**src/rtl/cpu_pkg.sv**
```systemverilog
// rtl/cpu_pkg.sv - shared opcode encodings and data width for the 8-bit CPU
package cpu_pkg;

    localparam int DATA_W = 8;
    localparam int OP_W   = 3;

    localparam logic [OP_W-1:0] OP_ADD = 3'b000;
    localparam logic [OP_W-1:0] OP_SUB = 3'b001;
    localparam logic [OP_W-1:0] OP_AND = 3'b010;
    localparam logic [OP_W-1:0] OP_OR  = 3'b011;
    localparam logic [OP_W-1:0] OP_XOR = 3'b100;
    localparam logic [OP_W-1:0] OP_MUL = 3'b101;
    localparam logic [OP_W-1:0] OP_DIV = 3'b110;
    localparam logic [OP_W-1:0] OP_CMP = 3'b111;

endpackage

```
**src/rtl/alu_core.sv**
```systemverilog
// rtl/alu_core.sv - combinational unsigned ALU with carry/flag output
//
// Ports:
//   a, b   : 8-bit unsigned operands
//   sel    : ALU select (cpu_pkg OP_* encoding)
//   y      : 8-bit result
//   carry  : carry / borrow / overflow / divide-error flag for the result
module alu_core
    import cpu_pkg::*;
(
    input  logic [DATA_W-1:0] a,
    input  logic [DATA_W-1:0] b,
    input  logic [OP_W-1:0]   sel,
    output logic [DATA_W-1:0] y,
    output logic              carry
);

    logic [DATA_W:0]     sum;
    logic [DATA_W:0]     diff;
    logic [2*DATA_W-1:0] prod;
    logic [DATA_W-1:0]   quot;

    // Ninth bit of the zero-extended difference is the borrow (a < b).
    assign sum  = {1'b0, a} + {1'b0, b};
    assign diff = {1'b0, a} - {1'b0, b};
    assign prod = {{DATA_W{1'b0}}, a} * {{DATA_W{1'b0}}, b};
    // Divider is fed a safe divisor when b is zero; the result is overridden below.
    assign quot = a / ((b == '0) ? {{(DATA_W-1){1'b0}}, 1'b1} : b);

    always_comb begin
        y     = '0;
        carry = 1'b0;
        case (sel)
            OP_ADD: begin
                y     = sum[DATA_W-1:0];
                carry = sum[DATA_W];
            end
            OP_SUB: begin
                y     = diff[DATA_W-1:0];
                carry = diff[DATA_W];
            end
            OP_AND: y = a & b;
            OP_OR:  y = a | b;
            OP_XOR: y = a ^ b;
            OP_MUL: begin
                y     = prod[DATA_W-1:0];
                carry = |prod[2*DATA_W-1:DATA_W];
            end
            OP_DIV: begin
                if (b == '0) begin
                    y     = '1;
                    carry = 1'b1;
                end else begin
                    y = quot;
                end
            end
            OP_CMP: y = {5'b0, (a > b), (a == b), (a < b)};
            default: begin
                y     = '0;
                carry = 1'b0;
            end
        endcase
    end

endmodule

```
**src/rtl/instruction_memory.sv**
```systemverilog
// rtl/instruction_memory.sv - opcode decode, ALU and stored result register
//
// Ports:
//   clk       : system clock, rising edge
//   reset     : synchronous active-high reset (clears data_out only)
//   a, b      : 8-bit operands
//   opcode    : 3-bit operation code
//   alu_sel   : decoded ALU select (combinational)
//   alu_out   : ALU result (combinational)
//   carry_out : flag for the current result (combinational)
//   save      : store enable for data_out
//   data_out  : registered stored result
module instruction_memory
    import cpu_pkg::*;
(
    input  logic              clk,
    input  logic              reset,
    input  logic [DATA_W-1:0] a,
    input  logic [DATA_W-1:0] b,
    input  logic [OP_W-1:0]   opcode,
    output logic [OP_W-1:0]   alu_sel,
    output logic [DATA_W-1:0] alu_out,
    output logic              carry_out,
    input  logic              save,
    output logic [DATA_W-1:0] data_out
);

    logic [DATA_W-1:0] data_q;
    logic [DATA_W-1:0] data_d;

    // Opcodes map one-to-one onto ALU selects.
    assign alu_sel = opcode;

    alu_core u_alu_core (
        .a     (a),
        .b     (b),
        .sel   (alu_sel),
        .y     (alu_out),
        .carry (carry_out)
    );

    always_comb begin
        data_d = data_q;
        if (save) begin
            data_d = alu_out;
        end
    end

    always_ff @(posedge clk) begin
        if (reset) begin
            data_q <= '0;
        end else begin
            data_q <= data_d;
        end
    end

    assign data_out = data_q;

endmodule

```
**config.mk**
```make
export PLATFORM = sky130hd
export DESIGN_NAME = instruction_memory
export DESIGN_NICKNAME = d
export VERILOG_FILES = /design/src/rtl/cpu_pkg.sv /design/src/rtl/alu_core.sv /design/src/rtl/instruction_memory.sv
export SDC_FILE = /design/constraint.sdc
export NUM_CORES = 1
export LEC_CHECK = 0
export CORE_ASPECT_RATIO = 1.5
export CORE_MARGIN = 10
export CORE_UTILIZATION = 40
export DETAILED_ROUTE_END_ITERATION = 8
export PLACE_DENSITY_LB_ADDON = 0.3
export SLEW_MARGIN = 20
export SYNTH_ARGS = -nofsm -noshare
export SYNTH_HDL_FRONTEND = slang
export SYNTH_SLANG_ARGS = --single-unit
```
**constraint.sdc**
```tcl
create_clock -name clk -period 13.3 [get_ports clk]
set_input_delay 1.33 -clock clk [delete_from_list [all_inputs] [get_ports clk]]
set_output_delay 1.33 -clock clk [all_outputs]
set_load 0.01 [all_outputs]
```
==> results of run 1 <==
-- layer usage --
layer	track usage (%)	share of wire (%)	vias to the layer above	wire length, um
met5	0	0	-	0
li1	-	-	2531	-
met1	20.7	38	2612	6750
met4	9.43	4.4	0	786
met2	34.5	53	211	9360
met3	1.47	4.7	52	834
-- cells in the mapped netlist, types with 12 or more instances --
master | instances | share of area [%]
sky130_fd_sc_hd__a21oi_1 | 44 | 4.3
sky130_fd_sc_hd__nand2_1 | 38 | 2.8
sky130_fd_sc_hd__nand3_1 | 20 | 1.9
sky130_fd_sc_hd__fa_1 | 38 | 15
sky130_fd_sc_hd__xnor2_1 | 17 | 2.9
sky130_fd_sc_hd__nor2_1 | 94 | 6.8
sky130_fd_sc_hd__inv_1 | 82 | 6.0
sky130_fd_sc_hd__ha_1 | 93 | 23
sky130_fd_sc_hd__mux2_2 | 12 | 2.6
sky130_fd_sc_hd__o21ai_0 | 27 | 2.6
sky130_fd_sc_hd__nor3_1 | 19 | 1.8
sky130_fd_sc_hd__clkbuf_1 | 16 | 1.2
-- through the flow --
stage | hold slack (ps) | area (um^2) | TNS (ps) | std cells
finish | 464 | 6040 | 0 | 900
global route | 485 | 6040 | -36.6 | 900
CTS | 469 | 5920 | 0 | 892
detailed placement | 457 | 5810 | -269 | 885
global placement | 458 | 5810 | 0 | 885
floorplan | 490 | 5160 | 0 | 691
-- tightest hold or removal path, delay by kind of cell, from the launching register on --
kind | cells | cell delay (ps)
flip-flops | 1 | 300
AO/OA/AOI/OAI | 1 | 50
AND/OR/NAND/NOR | 1 | 60
-- logic make-up (layout without fill, tap and decap cells) --
family / Yosys count / count (layout) / synth area share [%]
flops: 8 / 8 / 3.10
fa+ha+maj: 131 / 131 / 37.3
compound gates: 171 / 171 / 22.8
simple gates: 224 / 224 / 20.2
buf+inv: 118 / 171 / 9.19
xor+xnor: 22 / 22 / 3.73
mux: 17 / 17 / 3.68
-- report_power, final --
group          total (mW)  leakage, nW  switching, mW  internal, mW
combinational       0.458         2.76          0.261         0.197
sequential         0.0273       0.0658        0.00104        0.0263
clock              0.0508       0.0370         0.0121        0.0388
total               0.536         2.86          0.274         0.262
-- final cells by class --
cell class                      count  area [um^2]  area share, %
Inverter                           93          349           5.78
Tap cell                          156          195           3.23
Clock buffer                        3         75.1           1.24
Multi-Input combinational cell    565         4590           75.9
Sequential cell                     8          160           2.65
Timing Repair Buffer               75          673           11.1
-- repair_timing --
action,4_1_cts,5_1_grt
pin swaps,4,4
gates resized for setup,4,13
buffers inserted,4,8
hold buffers,0,0
setup endpoints to repair,1,1
-- final timing paths --
path | startpoint | end | slack, ps | cells after the start
hold reg to reg | data_out[3] | data_out[3] | 460 | 2
setup reg to reg | data_out[7] | data_out[7] | 12560 | 2
hold / removal | data_out[3] | data_out[3] | 460 | 2
setup / recovery | b[5] | alu_out[0] | 430 | 46
==> results by stage, run 1 <==
STA:
- The worst path meets setup with 431 ps of slack.
- On the final layout, the worst clock skew is 0 ps.
- The worst relative slew slack is 39.0%.
- The max-slew violation count is 0.
- The highest clock frequency the design can meet is 77.7 MHz.
- After layout, the worst path uses 96.8% of the clock period.
- The final count of negative-setup-slack endpoints is 0.
- The final hold violation count is 0.
- The post-route minimum period is 12870 ps.
- The actual slew at the worst max-slew pin is 908 ps.

Synthesis:
- After synthesis, the share of flip-flops with an asynchronous set or reset is 0%.
- In the synthesized netlist the dominant register cell turns out to be sky130_fd_sc_hd__dfxtp_1.
- The number of synthesized flops with an enable pin is 0.
- The Yosys step of the flow raised 0 warnings.
- In this run the cell area of the synthesized design comes to 5160 um^2.
- Synthesis inferred 8 register bits.
- The gate count after technology mapping is 691.
- The net count of the mapped netlist is 844.
- The number of distinct library cell variants in the gate-level netlist after synthesis is 71.
- The synthesized area per cell is 7.47 um^2.
- The sequential share of the synthesized area is 3.10%.

GRT:
- The number of global-route vias before repair is 5558.
- The combined global-route utilization of all metal layers is 18.8%.
- The final global-route overflow total is 0.
- The first-pass GRT wire length is 28200 um.
- The initial antenna violation count came to 0.
- Entering global routing, the biggest net connects 25 pins.

Clock network:
- In this run the number of H-tree levels came out at 1.
- The clock net sink count is 8.
- TritonCTS built the clock tree.
- Clock-pin slew was measured on the worst setup and hold paths at 40 ps.
- In this run the deepest clock path goes through 2 buffers.
- Clock tree synthesis inserted a total of 3 buffers.
- At the later pin of the worst-skew pair, clock insertion delay measures 230 ps.
- The CTS root buffer is sky130_fd_sc_hd__clkbuf_16.

Setup path:
- The worst setup path is launched from an input port.
- Among the stages of the critical path, the cell type that occurs most often is sky130_fd_sc_hd__ha_1.
- The combined buffer and inverter count along the critical path is 6.
- On the worst path, the slowest cell contributes a delay of 520 ps.
- The largest individual stage delay along the critical path comes from the cell sky130_fd_sc_hd__or4_4.
- STA puts the critical path data required time at 11970 ps.
- The category of the most critical setup path is input port to primary output.
- The top cell family by delay on the critical path is compound AO/OA/AOI/OAI gates.
- The highest net fanout along the worst path is 8.
- The endpoint class of the critical path is a primary output.
- Data arrives at the worst endpoint at 11540 ps.

Floorplan:
- 42 I/O pins were placed.
- Measured along the x axis, the die boundary spans 113 um.
- The starting utilization of the core area is 41.1%.
- The core area is 12600 um^2.
- In this run the vertical extent of the chip is 159 um.
- The area enclosed by the die boundary is 17900 um^2.
- The initialized floorplan defines 50 standard-cell rows.

Place:
- The wire-length estimate of the detail-placed layout is 14400 um.
- The post-placement setup slack is -269 ps.
- The congestion estimate from routability-driven global placement came to 0.980.
- The count of input and output buffers is 41.

Cells and area:
- Cells with a size suffix above 1 make up 9.41% of the layout.
- The register with the most flip-flops in the layout has 8 of them.
- The fill cell total of the finished layout is 1260.
- The signed area change from the synthesized netlist to the final layout is 17.0%.
- The number of antenna diodes in the final layout is 0.
- Cells fill 48.0% of the core in the end.
- In the layout the commonest cells are sky130_fd_sc_hd__nor2_1 (94), sky130_fd_sc_hd__ha_1 (93), sky130_fd_sc_hd__inv_1 (82).
- In the final design database the tool counted 899 nets.
- The leading cell type in the layout, fill and taps excluded is sky130_fd_sc_hd__nor2_1.

Pwr:
- The cell leakage power is 2.86 nW.
- Total power for the finished layout comes to 536 uW.
- The worst IR drop on VDD is 0.0000794 V.
- The power density relative to cell area is 88.8 nW/um^2.

Drt:
- The first routing iteration left 367 violations.
- Dividing the detail-routed via count by the number of cells gives 6.01.
- After detailed routing, the average wire length per cell comes to 19.7 um.
- The final layout contains routed wiring with a total length of 17700 um.
- The number of vias after detailed routing is 5406.
- The iteration count of the initial detailed-routing pass is 5.
- The antenna violation net count after detailed routing is 0.
- The total DRC errors in the routed layout is 0.

Status:
- The flow ran to the end, and the final reports show no timing, DRC or antenna violations.

Worst hold path:
- In this run the worst hold path is classified as flip-flop to flip-flop.

Run:
- The number of maximum-capacitance constraint violations is 0.
Power figures use the tool's default switching activity.
==> inputs of run 2 (changes only) <==
--- a/config.mk
+++ b/config.mk
@@ -7,7 +7,7 @@
 export LEC_CHECK = 0
 export CORE_ASPECT_RATIO = 1.5
 export CORE_MARGIN = 10
-export CORE_UTILIZATION = 40
+export CORE_UTILIZATION = 50
 export DETAILED_ROUTE_END_ITERATION = 8
 export PLACE_DENSITY_LB_ADDON = 0.3
 export SLEW_MARGIN = 20
==> run 2 against run 1 <==
Compared with the run above:
- non-clock buffer count shrank 6
- largest power group unchanged
- global-route usage grew 4.1 points
- critical path depth grew 1
- die area shrank 17%
- fmax shrank 0.35%
- hold slack gained 1.8 ps
- register-to-register slack gained 50 ps
- final area shrank 1.5%
==> results by stage, run 2 (synthesis results as in run 1) <==
Setup path:
- STA puts the critical path data required time at 11970 ps.
- The reg-to-reg startpoint is data_out[1].
- In this run the worst path has a maximum fanout of 7.
- In this design, the critical path's most frequently occurring cell is sky130_fd_sc_hd__ha_1.
- The worst register-to-register path ends at data_out[1].
- The highest cell delay on the worst timing path is 560 ps.
- The kind of launch point of the worst setup path is an input port.
- The category of the most critical setup path is input port to primary output.
- The arrival time reported for the critical path endpoint is 11580 ps.
- The endpoint class of the critical path is a primary output.
- The slack of the worst reg-to-reg path is 12610 ps.
- Among all stages on the critical path, the largest delay is contributed by sky130_fd_sc_hd__or4_4.
- The cell count of the worst reg-to-reg path is 2.

GRT:
- The initial antenna violation count is 0.
- The combined global-route utilization of all metal layers is 22.9%.
- After global routing the overflow that remains totals 0.
- The first global-routing pass estimated 27200 um of wire.
- The pin count of the biggest net entering global routing is 25.
- The number of global-route vias before repair came to 5523.

Pwr:
- The part of the total power dissipated in the clock network is 9.4%.
- In this run the power spent charging and discharging nets is 275 uW.
- The power density relative to cell area is 90.6 nW/um^2.
- Summed over all cells, the static leakage comes to 2.81 nW.
- The worst IR drop on VDD is 0.000109 V.
- Of the total power, combinational logic draws 85.5%.
- The switching portion of total power is 51.0%.
- Cell internal power was estimated by the tool at 264 uW.
- The register share of total power is 5.1%.

Cells and area:
- Compared with the post-synthesis result, the final layout area differs by 15.2%.
- Leaving out fill and tap cells, the most frequent cell in the layout is sky130_fd_sc_hd__nor2_1.
- The antenna cell count is 0.
- The number of flip-flops under the largest register name is 8.
- The post-route netlist has 8.81% of its cells at a drive strength greater than 1.
- The post-layout net count is 893.
- The finished layout holds 855 standard cells, fillers aside.
- The library cells used most frequently in the layout, excluding fill and tap cells, are sky130_fd_sc_hd__nor2_1 (94), sky130_fd_sc_hd__ha_1 (92), sky130_fd_sc_hd__inv_1 (82).

Clock network:
- The clock net sink count is 8.
- Clock-pin slew was measured on the worst setup and hold paths at 40 ps.
- The clock buffer count from CTS is 3.
- The CTS root buffer is sky130_fd_sc_hd__clkbuf_16.
- The H-tree level count is 1.
- Clock latency on the worst-skew pair, taken at its later pin, is 230 ps.
- The longest clock path from root to sink contains 2 buffers.
- TritonCTS built the clock tree.

STA:
- The worst pin sits at a relative slew slack of 43.4%.
- The portion of the clock cycle consumed by the worst path in the final layout is 97.1%.
- Setup violations remaining at the end of the flow were counted as 0.
- The post-route minimum period is 12910 ps.
- Setup repair after global routing left no endpoint under its margin.
- The highest clock frequency the design can meet is 77.4 MHz.
- For the pin with the worst max-slew slack, the measured transition is 843 ps.
- The max-slew violation count is 0.
- The post-layout worst setup margin is 385 ps.
- The worst clock skew is 0 ps.
- The final hold violation count is 0.

Floorplan:
- The die extent in y is 144 um.
- After floorplanning, the core was sized to cover 10100 um^2.
- The starting utilization of the core area is 50.9%.
- Pin placement for this block handled 42 I/O pins.
- The floorplan step set the die width to 103 um.
- The number of placement rows is 45.
- The die covers 14900 um^2.

Drt:
- The routed wire length is 17000 um.
- The mean number of vias per cell is 6.31.
- The total DRC errors in the routed layout is 0.
- The iteration count of the initial detailed-routing pass is 9.
- Once detail routing completed, the nets flagged for antenna violations numbered 0.
- Summing over every cut layer, the via total after detailed routing is 5394.
- In this run, the number of DRC markers left after iteration 0 of detailed routing was 603.
- The routed wirelength normalized by instance count is 19.9 um.

Place:
- At the end of routability-driven placement, the weighted congestion stood at 1.02.
- The wire-length estimate of the detail-placed layout is 14000 um.
- During placement, the flow inserted port buffers numbering 41.
- Before CTS, the worst setup slack after placement is -212 ps.
- The count of placed standard cells including taps is 846.

Worst hold path:
- Counting instances, the worst hold path has a depth of 2.
- In this run the worst hold path is classified as flip-flop to flip-flop.
- The startpoint identified for the worst hold timing path is data_out[3].
- The terminating pin of the worst hold path is data_out[3].

Status:
- The run finished with clean final reports.

Run:
- Across the run, the number of max-cap violations was 0.
[run 2: power groups by stage]
| stage | Sequential, mW | Clock (mW) | Combinational [mW] |
|---|---|---|---|
| 2_1_floorplan | 0.0286 | 0 | 0.320 |
| 4_1_cts | 0.0273 | 0.0511 | 0.454 |
| 5_1_grt | 0.0276 | 0.0534 | 0.517 |
| 6_report | 0.0273 | 0.0508 | 0.461 |
| 3_3_place_gp | 0.0276 | 0 | 0.429 |
| 3_5_place_dp | 0.0276 | 0 | 0.447 |
[run 2: metrics by stage]
step	total power, mW	hold WS, ps	util (%)	TNS [ps]	instance area [um^2]
finish	0.539	466	58.7	0	5950
global route	0.598	504	58.7	0	5950
CTS	0.533	466	58.2	0	5900
detailed placement	0.475	460	56.8	-212	5760
global placement	0.457	456	56.8	0	5760
floorplan	0.348	490	-	0	5160
[run 2: worst max path at each step]
stage,depth (start not counted),to,start
finish,47,alu_out[0],b[7]
detailed placement,45,alu_out[0],b[7]
floorplan,43,alu_out[0],b[6]
global route,47,alu_out[0],b[6]
global placement,45,alu_out[0],b[7]
CTS,45,alu_out[0],b[7]
[run 2: cell type report]
class	instances	area (um^2)
Tap cell	117	146
Clock buffer	3	75.1
Timing Repair Buffer	69	627
Inverter	93	349
Multi-Input combinational cell	565	4590
Fill cell	949	4190
Sequential cell	8	160
[run 2: critical path, delay by kind of cell]
kind	cells	cell delay (ps)
AOI/OAI and AO/OA	22	4520
adders and majority gates	7	2010
buffers and inverters	8	1440
muxes	4	1260
and+or+nand+nor	6	1010
[run 2: per-layer routing]
layer	part of all wire (%)	vias up	GRT usage [%]
met1	37	2550	25.3
li1	-	2522	-
met4	4.4	0	9.33
met2	53	263	43.4
met5	0	-	0
met3	5.4	59	1.43
[run 2: what timing repair did]
action,CTS,global route
pin swaps,4,6
endpoints found under the setup margin,1,1
hold buffers,0,0
gates cloned,0,0
endpoints found under the hold margin,0,0
resized for setup,6,10
buffers inserted,5,1
==> variant 1 (config.mk and constraints of run 1) <==
Set the package constant `OP_W` to 6 (it was 3).
--- a/src/rtl/cpu_pkg.sv
+++ b/src/rtl/cpu_pkg.sv
@@ -2,7 +2,7 @@
 package cpu_pkg;
 
     localparam int DATA_W = 8;
-    localparam int OP_W   = 3;
+    localparam int OP_W   = 6;
 
     localparam logic [OP_W-1:0] OP_ADD = 3'b000;
     localparam logic [OP_W-1:0] OP_SUB = 3'b001;
Ports: changed (resized alu_sel and opcode); port bits go from 42 to 48. No check against the original RTL was run, so the function may have changed too.
==> variant 1 against run 1 <==
Clock power down 2%. Sequential cell count unchanged. Synthesized area about the same. Count of clock-buffer cells in the layout unchanged. Clock skew unchanged. Setup slack better by 44 ps. Critical endpoint unchanged. Combinational power down 9.0%. Utilization up 1.1 points. Routed wire length down 7.3%. Sequential power down 3%. Total power down 8.0%. Die area about the same. Final area up 2.4%. Sequential share of layout area down 0.061 points.
==> variant 1: results (changes against run 1) <==
status:
  status: "finished clean"  # unchanged
global_route:
  grt_use_met2_pct: 33.3  # was 34.5%
  use_met1_pct: 18.7  # was 20.7%
  grt_pass1_vias: 5396  # was 5558
hold_path:
  worstHoldStart: "data_out[4]"  # was data_out[3]
  whs_endpoint: "data_out[4]"  # was data_out[3]
setup_path:
  r2r_start: "data_out[1]"  # was data_out[7]
  crit_slowest_cell: "clkdlybuf4s50_1"  # was or4_4
  cp_max_fo: 5  # was 8
  r2r_slack_ps: 12590  # was 12560 ps
  cpPeakStageDelay_ps: 470  # was 520 ps
synth:
  ys_top_cells_by_count: "nor2_1 (101), ha_1 (93), inv_1 (80), fa_1 (38), a21oi_1 (36)"  # was nor2_1 (94), ha_1 (93), inv_1 (82), a21oi_1 (44)
  synth_xor_area_share_pct: 3.23  # was 3.73%
  ys_seq_area_share_pct: 3.10  # about the same
  syn_area_per_cell_um2: 7.68  # was 7.47 um2
  synth_cell_type_count: 78  # was 71
detailed_routing:
  drtIter0Drc: 361  # was 367
  routed_wl_um: 16400  # was 17700 um
  num_vias: 5167  # was 5406
  met1_length_um: 6280  # was 6750 um
  wire_per_inst_um: 18.3  # was 19.7 um
  wl_met2_um: 8900  # was 9360 um
  wl_met3_um: 642  # was 834 um
placement:
  dp_cells: 892  # was 885
  port_buffers: 47  # was 41
  dp_hpwl_um: 13900  # was 14400 um
finish:
  sh_seq_area_pct: 2.59  # was 2.65%
  inv_count: 89  # was 93
  multi_input_gates: 549  # was 565
  drive_gt1_share_pct: 12.1  # was 9.41%
  nonClkBufAreaFrac_pct: 13.2  # was 11.1%
  clkCellAreaFrac_pct: 1.21  # was 1.24%
  multi_input_area_share_pct: 74.4  # was 75.9%
pwr:
  irDropWorstVdd_mv: 0.0830  # was 0.0794 mV
  power.switching_uw: 246  # was 274 uW
  p_seq_uw: 26.5  # was 27.3 uW
  pwr-share-clk_pct: 10.0  # was 9.5%
sta:
  whs_ps: 484  # was 464 ps
floorplanning:
  die_w_um: 113  # about the same
-- variant 1: cell types whose count changed after synthesis, sizes merged, moves of 6 or more --
cell	before	now
nand2	38	32
nand2b	11	3
nand3	20	12
a221oi	2	8
nor2	94	101
o21ai	27	20
and2	1	10
-- variant 1: cell families after synthesis --
group	count (synthesis)
AO/OA/AOI/OAI	164
XOR/XNOR	19
adder cells (fa/ha/maj)	131
buffers and inverters	115
flip-flops	8
multiplexers	16
AND/OR/NAND/NOR	219
-- variant 1: what timing repair did --
item,in CTS,in global routing
gates resized for setup,8,11
hold buffers,0,0
setup endpoints to repair,1,1
pin swaps,0,8
buffers inserted,0,2
-- variant 1: worst max-delay path by stage --
stage / from / endpoint / slack [ps] / depth (start not counted)
after floorplan: b[4] / alu_out[0] / 770 / 41
after global placement: b[4] / alu_out[0] / 90 / 44
after detailed placement: b[4] / alu_out[0] / -200 / 45
after CTS: b[4] / alu_out[0] / 30 / 46
after global routing: b[5] / alu_out[0] / 40 / 44
final: b[5] / alu_out[0] / 470 / 42
==> variant 2 (flow settings as in run 1) <==
Made on the original files. Make the reset (`reset`) asynchronous in one clocked block. Comments in the files are not updated.
--- a/src/rtl/instruction_memory.sv
+++ b/src/rtl/instruction_memory.sv
@@ -46,7 +46,7 @@
         end
     end
 
-    always_ff @(posedge clk) begin
+    always_ff @(posedge clk or posedge reset) begin
         if (reset) begin
             data_q <= '0;
         end else begin
Formal check against the unedited RTL: differs if reset is asserted again (counterexample within 4 cycles, from zero or initial values and one cycle with reset high); with reset held inactive, the same outputs for 10 cycles.
==> variant 2 against run 1 <==
Maximum frequency up 0.20%. Final area up 4.0%. Setup slack better by 26 ps. Utilization about the same. Sequential share of layout area up 0.53 points. Highest routed layer unchanged. First-iteration DRC count down 25%. Combinational power up 6.3%. Synthesized area up 3.7%. Sequential cell count unchanged. Sequential power up 19%. Routed wire length down 2.8%. Total power up 6.1%.
==> variant 2: results (changes against run 1) <==
synth:
  ys_seq_area_share_pct: 3.74  # was 3.10%
  synth_compound_area_share_pct: 22.5  # was 22.8%
  netlist_top_cells_area: "ha_1 (22%), fa_1 (14%), nor2_1 (6.2%)"  # was ha_1 (23%), fa_1 (15%), nor2_1 (6.8%)
  syn_nets: 845  # was 844
  synthFlopType: "dfrtp_1"  # was dfxtp_1
  synth_fa_ha_area_share_pct: 36.0  # was 37.3%
  synth_xor_area_share_pct: 3.76  # was 3.73%
  muxShareOfSynthArea_pct: 6.40  # was 3.68%
  synthArstFlopShare_pct: 100  # was 0%
  ys_top_cells_by_count: "ha_1 (93), nor2_1 (88), inv_1 (84), a21oi_1 (38), fa_1 (38)"  # was nor2_1 (94), ha_1 (93), inv_1 (82), a21oi_1 (44)
global_route:
  grt_max_degree: 35  # was 25
  grt_pass1_wl_um: 27700  # was 28200 um
  grt_pass1_vias: 5526  # was 5558
  track_usage_pct: 18.1  # was 18.8%
detailed_routing:
  num_vias: 5256  # was 5406
  wire_per_inst_um: 19.0  # was 19.7 um
  drtIter0Drc: 274  # was 367
pwr:
  p_leak_uw: 0.00295  # was 0.00286 uW
  irDropWorstVdd_mv: 0.0784  # was 0.0794 mV
sta:
  fmax_mhz: 77.9  # was 77.7 MHz
  max_slew_margin_pct: 44.8  # was 39.0%
setup_path:
  worstPathArrival_ps: 11510  # was 11540 ps
  startpoint: "b[4]"  # was b[5]
  cpPeakStageDelay_ps: 500  # was 520 ps
  cp_max_fo: 6  # was 8
  r2r_slack_ps: 12540  # was 12560 ps
  r2r_start: "data_out[1]"  # was data_out[7]
placement:
  place_area_mm2: 0.00608  # was 0.00581 mm2
  dp_hpwl_um: 14300  # was 14400 um
  dp_slack_ps: -504  # was -269 ps
status:
  status: "finished clean"  # unchanged
hold_path:
  worstHoldStart: "data_out[5]"  # was data_out[3]
-- variant 2: changes by cell type after synthesis, sizes merged, moves of 5 or more --
cell           run 1  this run
a22oi              9         4
clkbuf            16        23
dfxtp              8         0
or3               10         2
mux2              13        20
mux2i              4         9
a21oi             44        39
o21ai             27        36
nand3             20         7
nor2              94        88
dfrtp              0         8
-- variant 2: where the power goes --
group	switching (uW)	internal, uW	total (uW)	leakage [uW]
Sequential	2.65	29.8	32.5	0.0000978
Combinational	268	218	487	0.00282
Clock	11.0	38.7	49.7	0.0000370
-- variant 2: cell type report --
class	instances	area [um2]	area share [%]
timing repair buffer	81	713	11.4
clock buffer	3	75.1	1.19
inverter	92	345	5.50
multi-input combinational	562	4750	75.6
sequential	8	200	3.19
tap	159	199	3.17
-- variant 2: final timing paths --
check                                   end  depth (start not counted)
worst min-delay path            data_out[5]                          1
min in group asynchronous       data_out[0]                          2
worst max register to register  data_out[1]                          2
max in group asynchronous       data_out[2]                          2
worst max-delay path             alu_out[0]                         45
worst min register to register  data_out[5]                          1
-- variant 2: metal layers --
layer  part of all wire, %  vias to the layer above  GRT usage (%)  routed length [um]
li1                      -                     2522              -                   -
met1                    38                     2535           19.4                6630
met2                    54                      160           34.5                9300
met3                   4.0                       39           1.47                 685
met4                   3.6                        0           7.54                 613
met5                     0                        -              0                   0
-- variant 2: critical path, delay by kind of cell --
kind                       cells  cell delay (ps)
muxes                          3              870
and+or+nand+nor                6             1060
AOI/OAI and AO/OA             26             5190
adders and majority gates      7             2320
buffers and inverters          3              740
-- variant 2: timing repair --
item	in CTS	in global routing
pin swaps	4	4
setup endpoints to repair	1	1
endpoints found under the hold margin	0	0
resized for setup	10	5
buffers inserted	3	4
-- variant 2: logic make-up after synthesis --
logic type	after synthesis
mux	29
compound gates	170
simple gates	209
flops	8
xor+xnor	23
buf+inv	122
fa+ha+maj	131
-- variant 2: metrics by stage --
stage / std cells / setup TNS (ps) / hold slack [ps]
final: 905 / 0 / 505
after global routing: 905 / -8.85 / 522
after detailed placement: 895 / -504 / 502
after CTS: 901 / 0 / 507
after floorplan: 692 / 0 / 551
after global placement: 895 / 0 / 490
